### src/rtl/acc_arbiter_ctrl_pkg.sv
// Shared types and constants for the accumulate-job arbiter/sequencer.
//   - state_e   : sequencing FSM states
//   - dp_beat_t : one operand beat as presented to the add/accumulate datapath
//   - DP_BUBBLE : the all-zero beat (adds 0 to the accumulator)
package acc_arbiter_ctrl_pkg;

  localparam int DP_SEL_W = 2;
  localparam int DP_OP_W  = 3;
  localparam int ACC_W    = 6;
  localparam int NUM_REQ  = 2;

  typedef enum logic [2:0] {
    ST_IDLE,
    ST_CLEAR,
    ST_RUN,
    ST_DRAIN,
    ST_RESP
  } state_e;

  typedef struct packed {
    logic [DP_OP_W-1:0]  data1;
    logic [DP_OP_W-1:0]  data2;
    logic [DP_SEL_W-1:0] sel;
  } dp_beat_t;

  localparam logic [DP_OP_W-1:0]  DP_ZERO_OP    = '0;
  localparam logic [DP_SEL_W-1:0] DP_SEL_BUBBLE = '0;
  localparam dp_beat_t DP_BUBBLE = '{data1: DP_ZERO_OP, data2: DP_ZERO_OP, sel: DP_SEL_BUBBLE};

endpackage

### src/rtl/acc_arbiter_ctrl_rr_arb2.sv
// Two-way round-robin picker.
//   i_req       : request bits, bit r = requester r
//   i_done      : job-complete strobe; moves the pointer away from i_done_id
//   i_done_id   : requester whose job just completed
//   o_grant_id  : combinational pick (meaningful when any i_req bit is set)
// The pointer names the preferred requester; the other one wins only when
// the preferred one is idle.
module rr_arb2 (
  input  logic       clk,
  input  logic       i_rst_n,
  input  logic [1:0] i_req,
  input  logic       i_done,
  input  logic       i_done_id,
  output logic       o_grant_id
);

  logic ptr_q, ptr_d;

  always_comb begin
    ptr_d = ptr_q;
    if (i_done) ptr_d = ~i_done_id;
  end

  always_ff @(posedge clk or negedge i_rst_n) begin
    if (!i_rst_n) ptr_q <= 1'b0;
    else          ptr_q <= ptr_d;
  end

  assign o_grant_id = i_req[ptr_q] ? ptr_q : ~ptr_q;

endmodule

### src/rtl/acc_arbiter_ctrl.sv
// Sequencer and two-requester arbiter for the shared add/accumulate datapath.
// A job is a burst of beats ending in a 'last' beat (or force-ended at
// MAX_BEATS). Per job: grant, clear accumulator, stream beats, drain one
// cycle, return {id, sum, overflow, trunc} on the response channel.
// Ports:
//   clk, i_rst_n                  : clock, async active-low reset
//   i_req_valid/last[1:0]         : per-requester beat handshake
//   i_reqN_data1/data2/sel        : per-requester operands and select
//   o_req_ready[1:0]              : beat accept (granted requester, RUN only)
//   o_dp_data1/data2/sel/clear    : datapath drive
//   i_dp_data, i_dp_overflow      : accumulator value and overflow
//   o_rsp_*/i_rsp_ready           : response channel
//   o_busy                        : not IDLE
module acc_arbiter_ctrl
  import acc_arbiter_ctrl_pkg::*;
#(
  parameter int MAX_BEATS = 16,
  parameter int CNT_W     = 5
) (
  input  logic                clk,
  input  logic                i_rst_n,
  input  logic [1:0]          i_req_valid,
  input  logic [1:0]          i_req_last,
  input  logic [DP_OP_W-1:0]  i_req0_data1,
  input  logic [DP_OP_W-1:0]  i_req0_data2,
  input  logic [DP_OP_W-1:0]  i_req1_data1,
  input  logic [DP_OP_W-1:0]  i_req1_data2,
  input  logic [DP_SEL_W-1:0] i_req0_sel,
  input  logic [DP_SEL_W-1:0] i_req1_sel,
  output logic [1:0]          o_req_ready,
  output logic [DP_OP_W-1:0]  o_dp_data1,
  output logic [DP_OP_W-1:0]  o_dp_data2,
  output logic [DP_SEL_W-1:0] o_dp_sel,
  output logic                o_dp_clear,
  input  logic [ACC_W-1:0]    i_dp_data,
  input  logic                i_dp_overflow,
  output logic                o_rsp_valid,
  output logic                o_rsp_id,
  output logic [ACC_W-1:0]    o_rsp_data,
  output logic                o_rsp_overflow,
  output logic                o_rsp_trunc,
  input  logic                i_rsp_ready,
  output logic                o_busy
);

  localparam logic [CNT_W-1:0] MAX_CNT = CNT_W'(MAX_BEATS);
  localparam logic [CNT_W-1:0] CNT_ONE = CNT_W'(1);

  state_e             state_q;
  logic               grant_q;
  logic [CNT_W-1:0]   cnt_q;
  logic               ovf_q;
  logic               trunc_q;
  logic               rsp_valid_q, rsp_id_q, rsp_ovf_q, rsp_trunc_q;
  logic [ACC_W-1:0]   rsp_data_q;

  dp_beat_t [NUM_REQ-1:0] req_beat;
  dp_beat_t               dp_beat;
  logic [NUM_REQ-1:0]     ready;
  logic                   accept, beat_last, arb_grant, rsp_done;
  logic [CNT_W-1:0]       cnt_d;

  assign req_beat[0] = '{data1: i_req0_data1, data2: i_req0_data2, sel: i_req0_sel};
  assign req_beat[1] = '{data1: i_req1_data1, data2: i_req1_data2, sel: i_req1_sel};

  // Datapath is driven only in RUN; an idle granted requester becomes a
  // zero bubble so the accumulator holds its value.
  always_comb begin
    ready   = '0;
    dp_beat = DP_BUBBLE;
    if (state_q == ST_RUN) begin
      ready[grant_q] = 1'b1;
      if (i_req_valid[grant_q]) dp_beat = req_beat[grant_q];
    end
  end

  assign accept    = (state_q == ST_RUN) && i_req_valid[grant_q];
  assign beat_last = i_req_last[grant_q];
  assign cnt_d     = cnt_q + CNT_ONE;
  assign rsp_done  = (state_q == ST_RESP) && i_rsp_ready;

  rr_arb2 u_arb (
    .clk        (clk),
    .i_rst_n    (i_rst_n),
    .i_req      (i_req_valid),
    .i_done     (rsp_done),
    .i_done_id  (grant_q),
    .o_grant_id (arb_grant)
  );

  always_ff @(posedge clk or negedge i_rst_n) begin
    if (!i_rst_n) begin
      state_q     <= ST_IDLE;
      grant_q     <= 1'b0;
      cnt_q       <= '0;
      ovf_q       <= 1'b0;
      trunc_q     <= 1'b0;
      rsp_valid_q <= 1'b0;
      rsp_id_q    <= 1'b0;
      rsp_data_q  <= '0;
      rsp_ovf_q   <= 1'b0;
      rsp_trunc_q <= 1'b0;
    end else begin
      case (state_q)
        ST_IDLE: begin
          if (|i_req_valid) begin
            grant_q <= arb_grant;
            state_q <= ST_CLEAR;
          end
        end
        ST_CLEAR: begin
          cnt_q   <= '0;
          ovf_q   <= 1'b0;
          trunc_q <= 1'b0;
          state_q <= ST_RUN;
        end
        ST_RUN: begin
          ovf_q <= ovf_q | i_dp_overflow;
          if (accept) begin
            cnt_q <= cnt_d;
            if (beat_last) begin
              state_q <= ST_DRAIN;
            end else if (cnt_d == MAX_CNT) begin
              // A last beat landing exactly on the limit is a normal end.
              trunc_q <= 1'b1;
              state_q <= ST_DRAIN;
            end
          end
        end
        ST_DRAIN: begin
          // The final beat reaches the accumulator register by now.
          ovf_q       <= ovf_q | i_dp_overflow;
          rsp_valid_q <= 1'b1;
          rsp_id_q    <= grant_q;
          rsp_data_q  <= i_dp_data;
          rsp_ovf_q   <= ovf_q | i_dp_overflow;
          rsp_trunc_q <= trunc_q;
          state_q     <= ST_RESP;
        end
        ST_RESP: begin
          if (i_rsp_ready) begin
            rsp_valid_q <= 1'b0;
            state_q     <= ST_IDLE;
          end
        end
        default: state_q <= ST_IDLE;
      endcase
    end
  end

  assign o_req_ready    = ready;
  assign o_dp_data1     = dp_beat.data1;
  assign o_dp_data2     = dp_beat.data2;
  assign o_dp_sel       = dp_beat.sel;
  assign o_dp_clear     = (state_q == ST_CLEAR);
  assign o_rsp_valid    = rsp_valid_q;
  assign o_rsp_id       = rsp_id_q;
  assign o_rsp_data     = rsp_data_q;
  assign o_rsp_overflow = rsp_ovf_q;
  assign o_rsp_trunc    = rsp_trunc_q;
  assign o_busy         = (state_q != ST_IDLE);

endmodule

### config.mk
export PLATFORM = sky130hd
export DESIGN_NAME = acc_arbiter_ctrl
export DESIGN_NICKNAME = d
export VERILOG_FILES = /design/src/rtl/acc_arbiter_ctrl_pkg.sv /design/src/rtl/acc_arbiter_ctrl_rr_arb2.sv /design/src/rtl/acc_arbiter_ctrl.sv
export SDC_FILE = /design/constraint.sdc
export NUM_CORES = 1
export LEC_CHECK = 0
export ABC_AREA = 0
export ABC_CLOCK_PERIOD_IN_PS = 1600
export CORE_MARGIN = 10
export CORE_UTILIZATION = 36
export DETAILED_ROUTE_END_ITERATION = 10
export PLACE_DENSITY = 0.74
export SLEW_MARGIN = 20
export SYNTH_ARGS = -nofsm -noshare
export SYNTH_HDL_FRONTEND = slang
export SYNTH_HIERARCHICAL = 1
export SYNTH_SLANG_ARGS = --single-unit
### constraint.sdc
create_clock -name clk -period 1.6 [get_ports clk]
set_input_delay 0.24 -clock clk [delete_from_list [all_inputs] [get_ports clk]]
set_output_delay 0.24 -clock clk [all_outputs]
set_load 0.005 [all_outputs]
Word-level counts from Yosys, hierarchy flattened
Cells that the tools add are included.
{"block": "op_classes", "n_addsub": 1, "multipliers": 0, "div": 0, "magnitude_cmp": 3, "n_eq_ne": 11, "n_shift": 0, "muxes": 29, "n_bitwise": 3, "n_reduce_logical": 15}
{"operator": "8-bit 2-to-1 mux", "n": 4}
{"operator": "3-bit 2-to-1 mux", "n": 5}
{"operator": "3-bit case mux with 5 select lines", "n": 1}
{"operator": "1-bit 2-to-1 mux", "n": 12}
{"operator": "5-bit case mux with 2 select lines", "n": 1}
{"operator": "2-bit != test, second input constant", "n": 4}
{"operator": "4-bit AND reduction", "n": 2}
{"operator": "3-bit by 2-bit == test with 1-bit output, second input constant", "n": 2}
{"operator": "1-bit case mux with 2 select lines", "n": 3}
{"operator": "2-bit AND reduction", "n": 3}
{"operator": "2-bit nonzero test", "n": 3}
{"operator": "5-bit by 1-bit adder with 5-bit output, second input constant", "n": 1}
{"operator": "5-bit == test, second input constant", "n": 1}
{"operator": "5-bit 2-to-1 mux", "n": 1}
{"operator": "1-bit by 2-bit less-than comparator with 1-bit output, second input constant", "n": 2}
{"operator": "2-bit OR reduction", "n": 2}
{"operator": "3-bit by 1-bit == test with 1-bit output, second input constant", "n": 1}
{"operator": "3-bit == test, second input constant", "n": 1}
{"operator": "1-bit logical AND", "n": 3}
{"operator": "3-bit logical NOT", "n": 1}
{"operator": "3-bit by 2-bit != test with 1-bit output, second input constant", "n": 1}
{"operator": "3-bit nonzero test", "n": 1}
{"operator": "2-bit 2-to-1 mux", "n": 1}
{"operator": "2-bit by 1-bit != test with 1-bit output, second input constant", "n": 1}
{"operator": "4 further kinds", "n": 5}
{"block": "word_totals", "regBits": 22, "latchBits": 0, "ramBits": 0, "romBits": 0, "out_inout_bits": 22, "word_cells": 73, "memories": 0}

Logic depth before layout (Yosys ltp)
{"block": "depth", "ltp_word": 6, "depth_mapped": 5, "mapped_depth_nobuf": 4}

Modules after synthesis
Netlist, hierarchy kept.
{"mod": "acc_arbiter_ctrl", "n_inst": 1, "cells_per_inst": 112, "area_per_inst_um2": 1122.3, "seq_area_each_um2": 525.5}
{"mod": "rr_arb2", "n_inst": 1, "cells_per_inst": 5, "area_per_inst_um2": 53.8, "seq_area_each_um2": 25.0}

Worst setup path before layout
No wires, ideal clock.
{"block": "synth_timing", "kind": "register -> output", "start": "register grant_q", "end": "output port o_dp_data1[0]", "arrival_time_ns": 1.145, "slack_ns": 0.215, "path_stages_with_launch": 6, "path_buffers": 2, "path_cell_list": "dfrtp_1 -> buf_4 -> mux2_4 -> nand3_4 -> buf_4 -> nor2_1"}
{"block": "synth_via", "elab_chain_cells": 4, "elab_cells_between_ends": 6, "cone_classes": "6 x mux"}
{"element": "from (decl)", "line_no": "acc_arbiter_ctrl.sv:50", "text": "logic grant_q;"}
{"element": "from (signal assigned)", "line_no": "acc_arbiter_ctrl.sv:107", "text": "grant_q <= arb_grant;"}
{"element": "8-bit 2-to-1 mux (implied by the code) / 1-bit 2-to-1 mux (equally long branches) (2 in series)", "line_no": "acc_arbiter_ctrl.sv:73", "text": "if (i_req_valid[grant_q]) dp_beat = req_beat[grant_q];"}
{"element": "8-bit 2-to-1 mux *", "line_no": "acc_arbiter_ctrl.sv:73"}
{"element": "8-bit 2-to-1 mux *", "line_no": "acc_arbiter_ctrl.sv:71", "text": "if (state_q == ST_RUN) begin"}
{"element": "to (decl)", "line_no": "acc_arbiter_ctrl.sv:31", "text": "output logic [DP_OP_W-1:0] o_dp_data1,"}
Every way passes the cells marked *; elsewhere a longest branch is shown, timed or not. The select of a mux whose other input is x is not followed.

Worst setup path in the final report
{"block": "layout_timing", "start": "register state_q[2]", "end": "output port o_dp_clear"}
{"block": "layout_via", "elab_chain_cells": 1}
{"element": "from (decl)", "line_no": "acc_arbiter_ctrl.sv:49", "text": "state_e state_q;"}
{"element": "from (signal assigned)", "line_no": "acc_arbiter_ctrl.sv:93", "text": "state_q <= ST_IDLE;"}
{"element": "from (signal assigned)", "line_no": "acc_arbiter_ctrl.sv:108", "text": "state_q <= ST_CLEAR;"}
{"element": "from (signal assigned)", "line_no": "acc_arbiter_ctrl.sv:115", "text": "state_q <= ST_RUN;"}
{"element": "3-bit by 1-bit == test with 1-bit output", "line_no": "acc_arbiter_ctrl.sv:155", "text": "assign o_dp_clear = (state_q == ST_CLEAR);"}
{"element": "to (decl)", "line_no": "acc_arbiter_ctrl.sv:34", "text": "output logic o_dp_clear,"}
No other way between the ends.

==> results.md <==
- Violated checks: setup timing
- Maximum fanout along the worst path: 2
- Chip Width: 77.2 µm
- Final core utilization: 0.686
- Layout Skew: 0.000923 ns
- Ant. Diodes: 0
- Hold Slack: 0.264 ns
- Worst EP arrival: 1.52 ns
- CTS root buf: clkbuf_4
- # IOs: 52
- # fillers: 233
- Placed instance area: 0.00184 mm²
- Initial antenna violation count: 0
- Slew HR: 0.832
- Core ar.: 0.00308 mm²
- Top cells by count, synth: 22 x dfrtp_1, 14 x nor2_1, 10 x mux2i_1
- WL per Instance: 15.3 µm
- Starting Density: 0.382
- Remaining DRCs: 0
- Die ar.: 0.00595 mm²
- Met1 Usage GRT: 0.136
- Min Tclk post-route: 1.76 ns
- Crit path required time: 1.36 ns
- Syn Std Cell Area: 0.00118 mm²
- Dpl hpwl: 2.66 mm
- FF+latch count, synth: 22
- P&R area growth vs syn: 79.5%
- WS Path Type: reg -> out
- Synth unique cells: 31
- First-pass GRT wire length: 6.07 mm
- Met2 usage: 0.207
- Clock transition at path regs: 0.12 ns
- Placer Congestion: 0.818
- Total gr overflow: 0
- Crit start category: flip-flop
- Layout cells sized above 1: 0.396
- DR pass1 iterations: 6
- Final Worst Setup Slack: -0.163 ns
- Worst Hold Class: in -> async
- Syn Area/Cell: 10.1 µm²
- Pleak: 0.959 nW
- Top_reg_cell synth: dfrtp_1
- Clock latency on the worst-skew pair: 0.31 ns
- Total Wirelength: 3.75 mm
- Max Buffers Root-to-Sink: 2
- Mapped Nets: 148
- Post-CTS Hold Fix Bufs: 0
- Vias/cell: 4.84
- Peak VDD IR: 0.607 mV
- Fin area: 0.00211 mm²
- Status: finished with violations
- Final ANT Viol Nets: 0
- Register-to-register setup slack: 0.02 ns
- Max Cap Viol: 0
- Most frequent CP cell: buf_6
- Pwr Density: 1690 mW/mm²
- Async SR Flop Fraction: 1.00
- DR iter-0 viols: 45
- PortBufs: 51
- Vias in the first global route: 1268
- Final hold vios: 0
- Final period utilization: 1.10
- Number of synthesized flops with an enable pin: 0
- Max Clk Rate: 567 MHz
- Sequence of cells on the critical path: buf_6 -> buf_6 -> nand2b_4 -> or2_4 -> inv_4 -> buf_6
- Sequential share of the synthesized area: 0.468
- RSZ-0062 raised after global routing: yes
- Synth top area share: 0.468
- Final nets: 234
- FP Rows: 20
- TritonCTS Sinks: 22
- Largest stage delay on the critical path: 0.44 ns
- Slowest CP cell: dfrtp_1
- GRT Max-Usage Layer: met2
- Final Setup Violations: 9
- Crit. End Element: output port
- Vias post-DR: 1191
- GRT Total Usage: 0.120
- Cts bufs inserted: 3
- Synth Instances: 117
- R2R depth: 8
- Slew Limit Fails: 0
- Top-count cell post-synth: dfrtp_1
- H-tree Lvls: 1
- Syn. warnings: 6
- Largest net degree at the start of global routing: 23
- Synth area leader: dfrtp_1
- M3 GR Usage: 0.0548
- Vert. Die Dim: 77.2 µm
- CTS tree: yes
- Synth top area cells: dfrtp_1 47%, mux2_2 8.6%, mux2i_1 8.5%
- Least-Margin Pin Slew: 0.245 ns
critical path: cells and delay by family, from the launching register on:
family	cells	cell delay (ns)
flops	1	0.44
simple gates	2	0.38
buf+inv	4	0.40
path summary, 6_finish.rpt:
check	from	end
setup / recovery	state_q[2]	o_dp_clear
hold / removal	i_rst_n	o_rsp_data[1]
setup reg to reg	state_q[2]	cnt_q[1]
hold reg to reg	o_rsp_overflow	o_rsp_overflow
max in group asynchronous	i_rst_n	grant_q
min in group clk	o_rsp_overflow	o_rsp_overflow
registers in the layout, indices dropped and copies added (netlist names):
register	count
cnt_q	5
grant_q	1
o_rsp_data	6
o_rsp_id	1
o_rsp_overflow	1
o_rsp_trunc	1
o_rsp_valid	1
ovf_q	1
state_q	3
trunc_q	1
u_arb/ptr_q	1
cells by family (layout without fill, tap and decap cells):
group	count (synthesis)	after routing	share of synthesized area
flip-flops	22	22	0.468
XOR/XNOR	3	3	0.0223
adder cells (fa/ha/maj)	1	1	0.0106
buffers and inverters	11	95	0.0447
AO/OA/AOI/OAI	19	19	0.0979
multiplexers	20	20	0.184
AND/OR/NAND/NOR	41	42	0.172
area by class of cell:
| cell class | instances | area (µm²) | share of cell area |
|---|---|---|---|
| well taps | 44 | 55.1 | 0.0261 |
| multi-input cells | 85 | 642 | 0.304 |
| repair buffers | 86 | 788 | 0.373 |
| inverters | 5 | 21.3 | 0.0101 |
| clock inverters | 1 | 30.0 | 0.0142 |
| flip-flops and latches | 22 | 552 | 0.261 |
| clock buffers | 3 | 22.5 | 0.0107 |
what timing repair did:
action	CTS	global route
setup endpoints to repair	12	21
cloned	1	0
hold endpoints to repair	0	0
buffers inserted	16	4
pin swaps	6	7
gates resized for setup	59	24
through the flow:
stage          std cells  total power, W  setup TNS [ns]  setup WS, ns
2_1_floorplan        117         0.00172               0         0.215
3_3_place_gp         224         0.00255           -2.45        -0.296
3_5_place_dp         224         0.00261           -2.60        -0.331
4_1_cts              245         0.00341          -0.822        -0.123
5_1_grt              246         0.00382           -1.41        -0.203
6_report             246         0.00358          -0.851        -0.163
cell usage in the layout (no fill, tap or decap), types with 2 or more instances in the layout:
cell	count
clkdlybuf4s50_1	39
clkbuf_2	2
xor2_1	2
nand2_1	9
mux2i_1	10
clkbuf_4	3
buf_2	7
nor2_2	8
o31ai_1	2
dfrtp_1	21
buf_6	16
a21oi_1	4
nor2_1	5
a21oi_2	2
inv_1	4
nand3_4	2
mux2_2	9
nand3_1	6
buf_4	21
o21ai_0	7
routing by layer:
layer  up-vias  wire length (µm)
li1        580                 -
met1       551              1640
met2        57              1730
met3         3               357
met4         0                23
met5         -                 0
power breakdown:
part           internal [W]  switching, W
registers          0.000774      0.000161
clock network      0.000253      0.000177
logic               0.00133      0.000886
total               0.00235       0.00122
(Power assumes the default switching activity.)
